===== config.mk =====
export PLATFORM = sky130hd
export DESIGN_NAME = cpu_debug_monitor_flat
export DESIGN_NICKNAME = d
export VERILOG_FILES = /design/src/rtl/cpu_debug_monitor_if.sv /design/src/rtl/cpu_debug_monitor.sv /design/src/flat_wrapper.sv
export SDC_FILE = /design/constraint.sdc
export NUM_CORES = 1
export LEC_CHECK = 0
export BUFFER_PORTS_ARGS = -buffer_cell sky130_fd_sc_hd__buf_2
export CAP_MARGIN = 20
export CELL_PAD_IN_SITES_DETAIL_PLACEMENT = 1
export CELL_PAD_IN_SITES_GLOBAL_PLACEMENT = 1
export CORE_ASPECT_RATIO = 1.25
export CORE_MARGIN = 5
export CORE_UTILIZATION = 38
export CTS_CLUSTER_DIAMETER = 120
export DETAILED_ROUTE_END_ITERATION = 16
export MAX_ROUTING_LAYER = met4
export PLACE_DENSITY = 0.95
export SLEW_MARGIN = 10
export SYNTH_ARGS = -nofsm -noshare
export SYNTH_HDL_FRONTEND = slang
export SYNTH_SLANG_ARGS = --single-unit
export TNS_END_PERCENT = 50

===== constraint.sdc =====
create_clock -name clk -period 3.4 [get_ports clk]
set_input_delay 0.17 -clock clk [delete_from_list [all_inputs] [get_ports clk]]
set_output_delay 0.17 -clock clk [all_outputs]
set_load 0.005 [all_outputs]

===== src/rtl/cpu_debug_monitor_if.sv =====
// Memory/CPU bus bundle for cpu_debug_monitor.
//
// Signals:
//   cpu_addr, cpu_wdata, cpu_we : CPU-side memory request.
//   mem_rdata                   : read data returned by the memory.
//   mem_addr, mem_we, mem_wdata : muxed request presented to the memory.
//
// Modports:
//   master : the monitor, which owns the memory port mux.
//   slave  : the surrounding system (CPU core plus memory).
interface cpu_debug_monitor_if #(
    parameter int unsigned DATA_W = 16,
    parameter int unsigned ADDR_W = 8
);
    logic [ADDR_W-1:0] cpu_addr;
    logic [DATA_W-1:0] cpu_wdata;
    logic              cpu_we;
    logic [DATA_W-1:0] mem_rdata;
    logic [ADDR_W-1:0] mem_addr;
    logic              mem_we;
    logic [DATA_W-1:0] mem_wdata;

    modport master (
        input  cpu_addr, cpu_wdata, cpu_we, mem_rdata,
        output mem_addr, mem_we, mem_wdata
    );

    modport slave (
        output cpu_addr, cpu_wdata, cpu_we, mem_rdata,
        input  mem_addr, mem_we, mem_wdata
    );
endinterface


===== src/rtl/cpu_debug_monitor.sv =====
// Single-clock CPU step/run/dump sequencer with memory port mux and display word select.
//
// Ports:
//   clk, reset   : system clock, synchronous active-high reset.
//   step_btn     : debounced step level; rising edge steps the CPU or advances the dump pointer.
//   dump_btn     : debounced level; rising edge toggles dump mode.
//   run_sw       : 1 selects free-run mode.
//   disp_sel     : display source (0 rdata, 1 mem_addr, 2 cpu_wdata, 3 step_count).
//   bus          : CPU request / memory port bundle (master modport).
//   cpu_ce       : one-cycle CPU clock enable.
//   disp_word    : word for the display controller.
//   dump_active  : high while dumping.
//   step_count   : cpu_ce pulses since reset, wrapping at 16 bits.
//
// Optional feature, macro CPU_DEBUG_BREAKPOINT_EN: adds bp_addr/bp_en inputs and a sticky bp_hit
// output. A match in RUN (outside a cpu_ce cycle) stops to IDLE; a step event clears bp_hit.
module cpu_debug_monitor #(
    parameter int unsigned DATA_W     = 16,
    parameter int unsigned ADDR_W     = 8,
    parameter int unsigned RUN_DIV    = 500,
    parameter int unsigned DUMP_START = 0,
    parameter int unsigned DUMP_END   = 2**ADDR_W - 1
) (
    input  logic                 clk,
    input  logic                 reset,
    input  logic                 step_btn,
    input  logic                 dump_btn,
    input  logic                 run_sw,
    input  logic [1:0]           disp_sel,
    cpu_debug_monitor_if.master  bus,
`ifdef CPU_DEBUG_BREAKPOINT_EN
    input  logic [ADDR_W-1:0]    bp_addr,
    input  logic                 bp_en,
    output logic                 bp_hit,
`endif
    output logic                 cpu_ce,
    output logic [DATA_W-1:0]    disp_word,
    output logic                 dump_active,
    output logic [15:0]          step_count
);
    localparam int unsigned DIV_W = $clog2(RUN_DIV);

    typedef enum logic [1:0] {StIdle, StRun, StDump} state_e;

    state_e            state_q;
    logic              step_prev_q;
    logic              dump_prev_q;
    logic [DIV_W-1:0]  div_q;
    logic [ADDR_W-1:0] dump_ptr_q;
    logic              cpu_ce_q;
    logic              dump_active_q;
    logic [15:0]       step_count_q;

    logic step_ev;
    logic dump_ev;
    logic div_last;
    logic bp_stop;
    logic run_block;

    assign step_ev  = step_btn & ~step_prev_q;
    assign dump_ev  = dump_btn & ~dump_prev_q;
    assign div_last = (div_q == DIV_W'(RUN_DIV - 1));

`ifdef CPU_DEBUG_BREAKPOINT_EN
    logic bp_hit_q;
    // Only sample the match between pulses so a breakpoint never cuts a pulse in half.
    assign bp_stop   = bp_en && (bus.cpu_addr == bp_addr) && !cpu_ce_q;
    // A latched breakpoint keeps IDLE from re-entering RUN until a step acknowledges it.
    assign run_block = bp_hit_q;
    assign bp_hit    = bp_hit_q;
`else
    assign bp_stop   = 1'b0;
    assign run_block = 1'b0;
`endif

    always_ff @(posedge clk) begin
        if (reset) begin
            state_q       <= StIdle;
            step_prev_q   <= 1'b0;
            dump_prev_q   <= 1'b0;
            div_q         <= '0;
            dump_ptr_q    <= ADDR_W'(DUMP_START);
            cpu_ce_q      <= 1'b0;
            dump_active_q <= 1'b0;
            step_count_q  <= '0;
`ifdef CPU_DEBUG_BREAKPOINT_EN
            bp_hit_q      <= 1'b0;
`endif
        end else begin
            step_prev_q <= step_btn;
            dump_prev_q <= dump_btn;
            cpu_ce_q    <= 1'b0;

`ifdef CPU_DEBUG_BREAKPOINT_EN
            if (state_q == StRun && !dump_ev && run_sw && bp_stop) begin
                bp_hit_q <= 1'b1;
            end else if (step_ev) begin
                bp_hit_q <= 1'b0;
            end
`endif

            unique case (state_q)
                StIdle: begin
                    if (dump_ev) begin
                        // Dump wins over a coincident step; the step is dropped.
                        state_q       <= StDump;
                        dump_active_q <= 1'b1;
                        dump_ptr_q    <= ADDR_W'(DUMP_START);
                    end else begin
                        if (step_ev) begin
                            cpu_ce_q     <= 1'b1;
                            step_count_q <= step_count_q + 16'd1;
                        end
                        if (run_sw && !run_block) begin
                            state_q <= StRun;
                            div_q   <= '0;
                        end
                    end
                end

                StRun: begin
                    if (dump_ev) begin
                        state_q       <= StDump;
                        dump_active_q <= 1'b1;
                        dump_ptr_q    <= ADDR_W'(DUMP_START);
                    end else if (!run_sw || bp_stop) begin
                        state_q <= StIdle;
                        div_q   <= '0;
                    end else if (div_last) begin
                        div_q        <= '0;
                        cpu_ce_q     <= 1'b1;
                        step_count_q <= step_count_q + 16'd1;
                    end else begin
                        div_q <= div_q + DIV_W'(1);
                    end
                end

                StDump: begin
                    if (dump_ev) begin
                        dump_active_q <= 1'b0;
                        if (run_sw) begin
                            state_q <= StRun;
                            div_q   <= '0;
                        end else begin
                            state_q <= StIdle;
                        end
                    end else if (step_ev) begin
                        if (dump_ptr_q == ADDR_W'(DUMP_END)) begin
                            dump_ptr_q <= ADDR_W'(DUMP_START);
                        end else begin
                            dump_ptr_q <= dump_ptr_q + ADDR_W'(1);
                        end
                    end
                end

                default: begin
                    state_q       <= StIdle;
                    dump_active_q <= 1'b0;
                end
            endcase
        end
    end

    assign cpu_ce      = cpu_ce_q;
    assign dump_active = dump_active_q;
    assign step_count  = step_count_q;

    // Memory port mux: the dump pointer owns the address and writes are blocked while dumping.
    assign bus.mem_addr  = dump_active_q ? dump_ptr_q : bus.cpu_addr;
    assign bus.mem_we    = dump_active_q ? 1'b0 : bus.cpu_we;
    assign bus.mem_wdata = bus.cpu_wdata;

    logic [DATA_W-1:0] addr_ext;
    logic [DATA_W-1:0] count_ext;

    if (DATA_W > ADDR_W) begin : g_addr_zext
        assign addr_ext = {{(DATA_W - ADDR_W){1'b0}}, bus.mem_addr};
    end else begin : g_addr_trunc
        assign addr_ext = bus.mem_addr[DATA_W-1:0];
    end

    if (DATA_W > 16) begin : g_cnt_zext
        assign count_ext = {{(DATA_W - 16){1'b0}}, step_count_q};
    end else begin : g_cnt_trunc
        assign count_ext = step_count_q[DATA_W-1:0];
    end

    always_comb begin
        disp_word = bus.mem_rdata;
        unique case (disp_sel)
            2'd0:    disp_word = bus.mem_rdata;
            2'd1:    disp_word = addr_ext;
            2'd2:    disp_word = bus.cpu_wdata;
            2'd3:    disp_word = count_ext;
            default: disp_word = bus.mem_rdata;
        endcase
    end
endmodule


===== src/flat_wrapper.sv =====
// flat-port wrapper written by rule: the top's interface ports become plain ports
module cpu_debug_monitor_flat 
#(
    parameter int unsigned DATA_W     = 16,
    parameter int unsigned ADDR_W     = 8,
    parameter int unsigned RUN_DIV    = 500,
    parameter int unsigned DUMP_START = 0,
    parameter int unsigned DUMP_END   = 2**ADDR_W - 1
)
  (clk, reset, step_btn, dump_btn, run_sw, disp_sel, cpu_ce, disp_word, dump_active, step_count, bus_cpu_addr, bus_cpu_wdata, bus_cpu_we, bus_mem_rdata, bus_mem_addr, bus_mem_we, bus_mem_wdata);
  cpu_debug_monitor_if #(.DATA_W(DATA_W), .ADDR_W(ADDR_W)) bus_i ();
  input  logic clk;
  input  logic reset;
  input  logic step_btn;
  input  logic dump_btn;
  input  logic run_sw;
  input  logic [1:0] disp_sel;
  output logic cpu_ce;
  output logic [DATA_W-1:0] disp_word;
  output logic dump_active;
  output logic [15:0] step_count;
  input wire logic [$bits(bus_i.cpu_addr)-1:0] bus_cpu_addr;
  input wire logic [$bits(bus_i.cpu_wdata)-1:0] bus_cpu_wdata;
  input wire logic [$bits(bus_i.cpu_we)-1:0] bus_cpu_we;
  input wire logic [$bits(bus_i.mem_rdata)-1:0] bus_mem_rdata;
  output wire logic [$bits(bus_i.mem_addr)-1:0] bus_mem_addr;
  output wire logic [$bits(bus_i.mem_we)-1:0] bus_mem_we;
  output wire logic [$bits(bus_i.mem_wdata)-1:0] bus_mem_wdata;
  assign bus_i.cpu_addr = bus_cpu_addr;
  assign bus_i.cpu_wdata = bus_cpu_wdata;
  assign bus_i.cpu_we = bus_cpu_we;
  assign bus_i.mem_rdata = bus_mem_rdata;
  assign bus_mem_addr = bus_i.mem_addr;
  assign bus_mem_we = bus_i.mem_we;
  assign bus_mem_wdata = bus_i.mem_wdata;
  cpu_debug_monitor #(.DATA_W(DATA_W), .ADDR_W(ADDR_W), .RUN_DIV(RUN_DIV), .DUMP_START(DUMP_START), .DUMP_END(DUMP_END)) u_core (.clk(clk), .reset(reset), .step_btn(step_btn), .dump_btn(dump_btn), .run_sw(run_sw), .disp_sel(disp_sel), .bus(bus_i), .cpu_ce(cpu_ce), .disp_word(disp_word), .dump_active(dump_active), .step_count(step_count));
endmodule

==> run metrics <==
outcome finished clean; fraction of layout instances using a drive strength above 1 approximately 37%; proportion of synthesized flip-flops having asynchronous set or reset 0%; post-synthesis simple-gate area fraction about 27%; via count of the first global-routing pass roughly 2900; clock tree from TritonCTS built; hold_buf cts 0; maximum number of pins on one net before global-route repair between 40 and 50; part of the Yosys area used for sequential elements slightly below 30%; number of filler instances in the final layout between 800 and 900; site row count 34; layout-stage area growth over the synthesis result 20.89%; combinational family with the most area after synthesis simple AND/OR/NAND/NOR gates; most common cell after layout, fill and taps aside sky130_fd_sc_hd__buf_2; classification of the worst setup path flip-flop to flip-flop; most used cells in the layout excluding fill and tap cells 106 x sky130_fd_sc_hd__buf_2, 39 x sky130_fd_sc_hd__dfxtp_1, 24 x sky130_fd_sc_hd__nor2_1; antenna violations before repair 0; io pins around 110; vias post-DR between 2000 and 3000; slack of the worst reg-to-reg path between 1 and 1.5 ns; FF+latch count, synth 39; number of design-rule violations left by the first detailed-router iteration 216; number of failing hold endpoints at the final stage 0; nets 437; most used flip-flop cell after synthesis sky130_fd_sc_hd__dfxtp_1; remaining global-route overflow 0; setup repair after global routing missed its margin false; average instance area after synthesis ~8.7 um^2; hpwl dp about 6400 um; main area contributors after synthesis sky130_fd_sc_hd__dfxtp_1 29%, sky130_fd_sc_hd__mux2_2 8.0%, sky130_fd_sc_hd__mux4_2 6.7%; count of cell types in the netlist 48; maximum clock path buffer count 2; number of routed nets with antenna violations 0; remaining max-slew budget at the tightest pin between 40% and 50%; Wirelength per Cell around 18 um; Critical Path End Type flip-flop; data arrival time at the worst-slack endpoint roughly 2.4 ns; share of synthesized area spent on multiplexers around a fifth; worst-skew pair later-pin latency roughly 0.30 ns; number of nets in the synthesized netlist approximately 360; number of antenna repair diodes 0; top achievable clock speed ~0.45 GHz; vertical die dimension just over 100 um; worst IR drop on VDD between 0.0001 and 0.00015 V; number of detailed-route iterations in the first pass 4; Power per Cell Area ~330 mW/mm^2; EDFF count, synth 0; class of the worst hold path input pin to flip-flop; first-pass GRT wire length approximately 14000 um; Fin Clk Skew ~0.0093 ns; slew at the pin closest to its max-slew limit 0.7948 ns; # DRC 0; count of buffers inserted at the top-level ports 106; total standard cell area after synthesis 0.002678 mm^2; fin area about 0.0032 mm^2; Final period util around 66%; H-tree depth reported by CTS 2; Syn. warnings 0; initial core utilization about two fifths; crit path time final roughly 2.2 ns; clock slew at reported path FFs roughly 0.08 ns; weighted congestion reported at the end of routability-driven placement roughly 0.88; Slew Viols, Final 0; cell count after placement roughly 470; clock net sink count 39; global-route usage over all layers 19.50%; Die Footprint a little under 0.009 mm^2; Placeable Area 0.006934 mm^2; Synth Area in XOR/XNOR 0.3271%; adder-cell share of the synthesized area 1.402%; final-layout setup total negative slack 0 ns; via density per instance ~5.8; number of buffers created by CTS 5; required time of the critical path 3.60 ns; total wire length ~8400 um; area fraction of the dominant cell type after synthesis 29.16%; Cells after Synth 307; horizontal die dimension roughly 85 um; clock root buffer sky130_fd_sc_hd__clkbuf_8; Setup-failing EPs final 0; biggest area consumer among synthesized cells sky130_fd_sc_hd__dfxtp_1; complex-gate fraction of the synthesized area 14.81%; Worst Path Max Fanout 12; number of buffers added for setup after CTS 0; standard cell area after detailed placement ~0.0031 mm^2; post-cts resize count 0; Lkg Pwr between 1 and 1.5 nW; non-filler cells in the finished layout approximately 480; startpoint types flip-flop; Max Cap Violations 0
==> power breakdown <==
group / total, mW / switching (mW) / internal [mW] / leakage [nW]
Sequential: 0.478 / 0.0142 / 0.464 / 0.316
Clock: 0.409 / 0.171 / 0.238 / 0.0612
Combinational: 0.193 / 0.0964 / 0.0962 / 0.999
==> sequential cells by signal (all words and copies together) (netlist names) <==
register,flops
u_core.div_q,9
u_core.cpu_ce,1
u_core.dump_prev_q,1
u_core.dump_ptr_q,8
u_core.step_prev_q,1
u_core.step_count,16
u_core.dump_active,1
u_core.state_q,2
==> final timing paths <==
path                   start                     to  depth (start not counted)
max          u_core.div_q[0]  u_core.step_count[15]                          5
min                 step_btn     u_core.step_prev_q                          2
max reg2reg  u_core.div_q[0]  u_core.step_count[15]                          5
min reg2reg  u_core.div_q[7]        u_core.div_q[7]                          2
==> metal layers <==
layer / wire [um] / share of wire, % / track usage, % / vias up
li1: - / - / - / 1288
met1: 3309 / 39 / 22.13 / 1328
met2: 4256 / 51 / 33.89 / 106
met3: 582 / 6.9 / 3.803 / 21
met4: 243 / 2.9 / 6.561 / 0
met5: 0 / 0 / - / -
==> cells by family after synthesis <==
kind of cell,Yosys count
AOI/OAI and AO/OA,62
and+or+nand+nor,125
buffers and inverters,39
xor gates and xnor gates,1
adders and majority gates,3
DFF,39
muxes,38
==> per-stage QoR <==
stage | hold slack [ns] | util (%) | setup WS (ns) | power (mW)
finish | 0.1335 | 46.68 | 1.154 | 1.079
global route | 0.1622 | 46.68 | 0.9600 | 1.130
CTS | 0.1267 | 46.68 | 1.150 | 1.090
detailed placement | 0.4370 | 44.98 | 1.168 | 0.6827
global placement | 0.4272 | 44.98 | 1.223 | 0.6728
floorplan | 0.2982 | - | 1.609 | 0.6086
==> layout make-up <==
class | instances | area [um^2] | share of cell area (%)
clock buffer | 6 | 82.58 | 2.551
tap | 90 | 112.6 | 3.479
clock inverter | 2 | 35.03 | 1.082
timing repair buffer | 106 | 530.5 | 16.39
sequential | 39 | 780.7 | 24.12
multi-input combinational | 229 | 1677 | 51.80
inverter | 5 | 18.77 | 0.5798
==> Yosys cell counts (4+ instances only) <==
cell,n
sky130_fd_sc_hd__nand4_1,7
sky130_fd_sc_hd__clkbuf_1,10
sky130_fd_sc_hd__mux2_2,19
sky130_fd_sc_hd__o31ai_1,5
sky130_fd_sc_hd__mux4_2,8
sky130_fd_sc_hd__and4_1,7
sky130_fd_sc_hd__buf_2,5
sky130_fd_sc_hd__dfxtp_1,39
sky130_fd_sc_hd__nand3b_1,4
sky130_fd_sc_hd__or3_1,7
sky130_fd_sc_hd__nor2b_1,18
sky130_fd_sc_hd__o21ai_0,10
sky130_fd_sc_hd__a22o_1,8
sky130_fd_sc_hd__or4_1,5
sky130_fd_sc_hd__buf_4,16
sky130_fd_sc_hd__nand2_1,13
sky130_fd_sc_hd__nand2b_1,4
sky130_fd_sc_hd__a31oi_1,5
sky130_fd_sc_hd__nand3_1,15
sky130_fd_sc_hd__nor3_1,4
sky130_fd_sc_hd__mux2_1,9
sky130_fd_sc_hd__inv_1,5
sky130_fd_sc_hd__a21oi_1,23
sky130_fd_sc_hd__nor2_1,24
==> critical path: stages, from the launching register on <==
cell,delay [ns]
sky130_fd_sc_hd__dfxtp_1,0.41
sky130_fd_sc_hd__ha_1,0.24
sky130_fd_sc_hd__and4bb_2,0.28
sky130_fd_sc_hd__nand4_1,0.48
sky130_fd_sc_hd__a211oi_1,0.40
sky130_fd_sc_hd__mux2_1,0.34
Power figures use the tool's default switching activity.
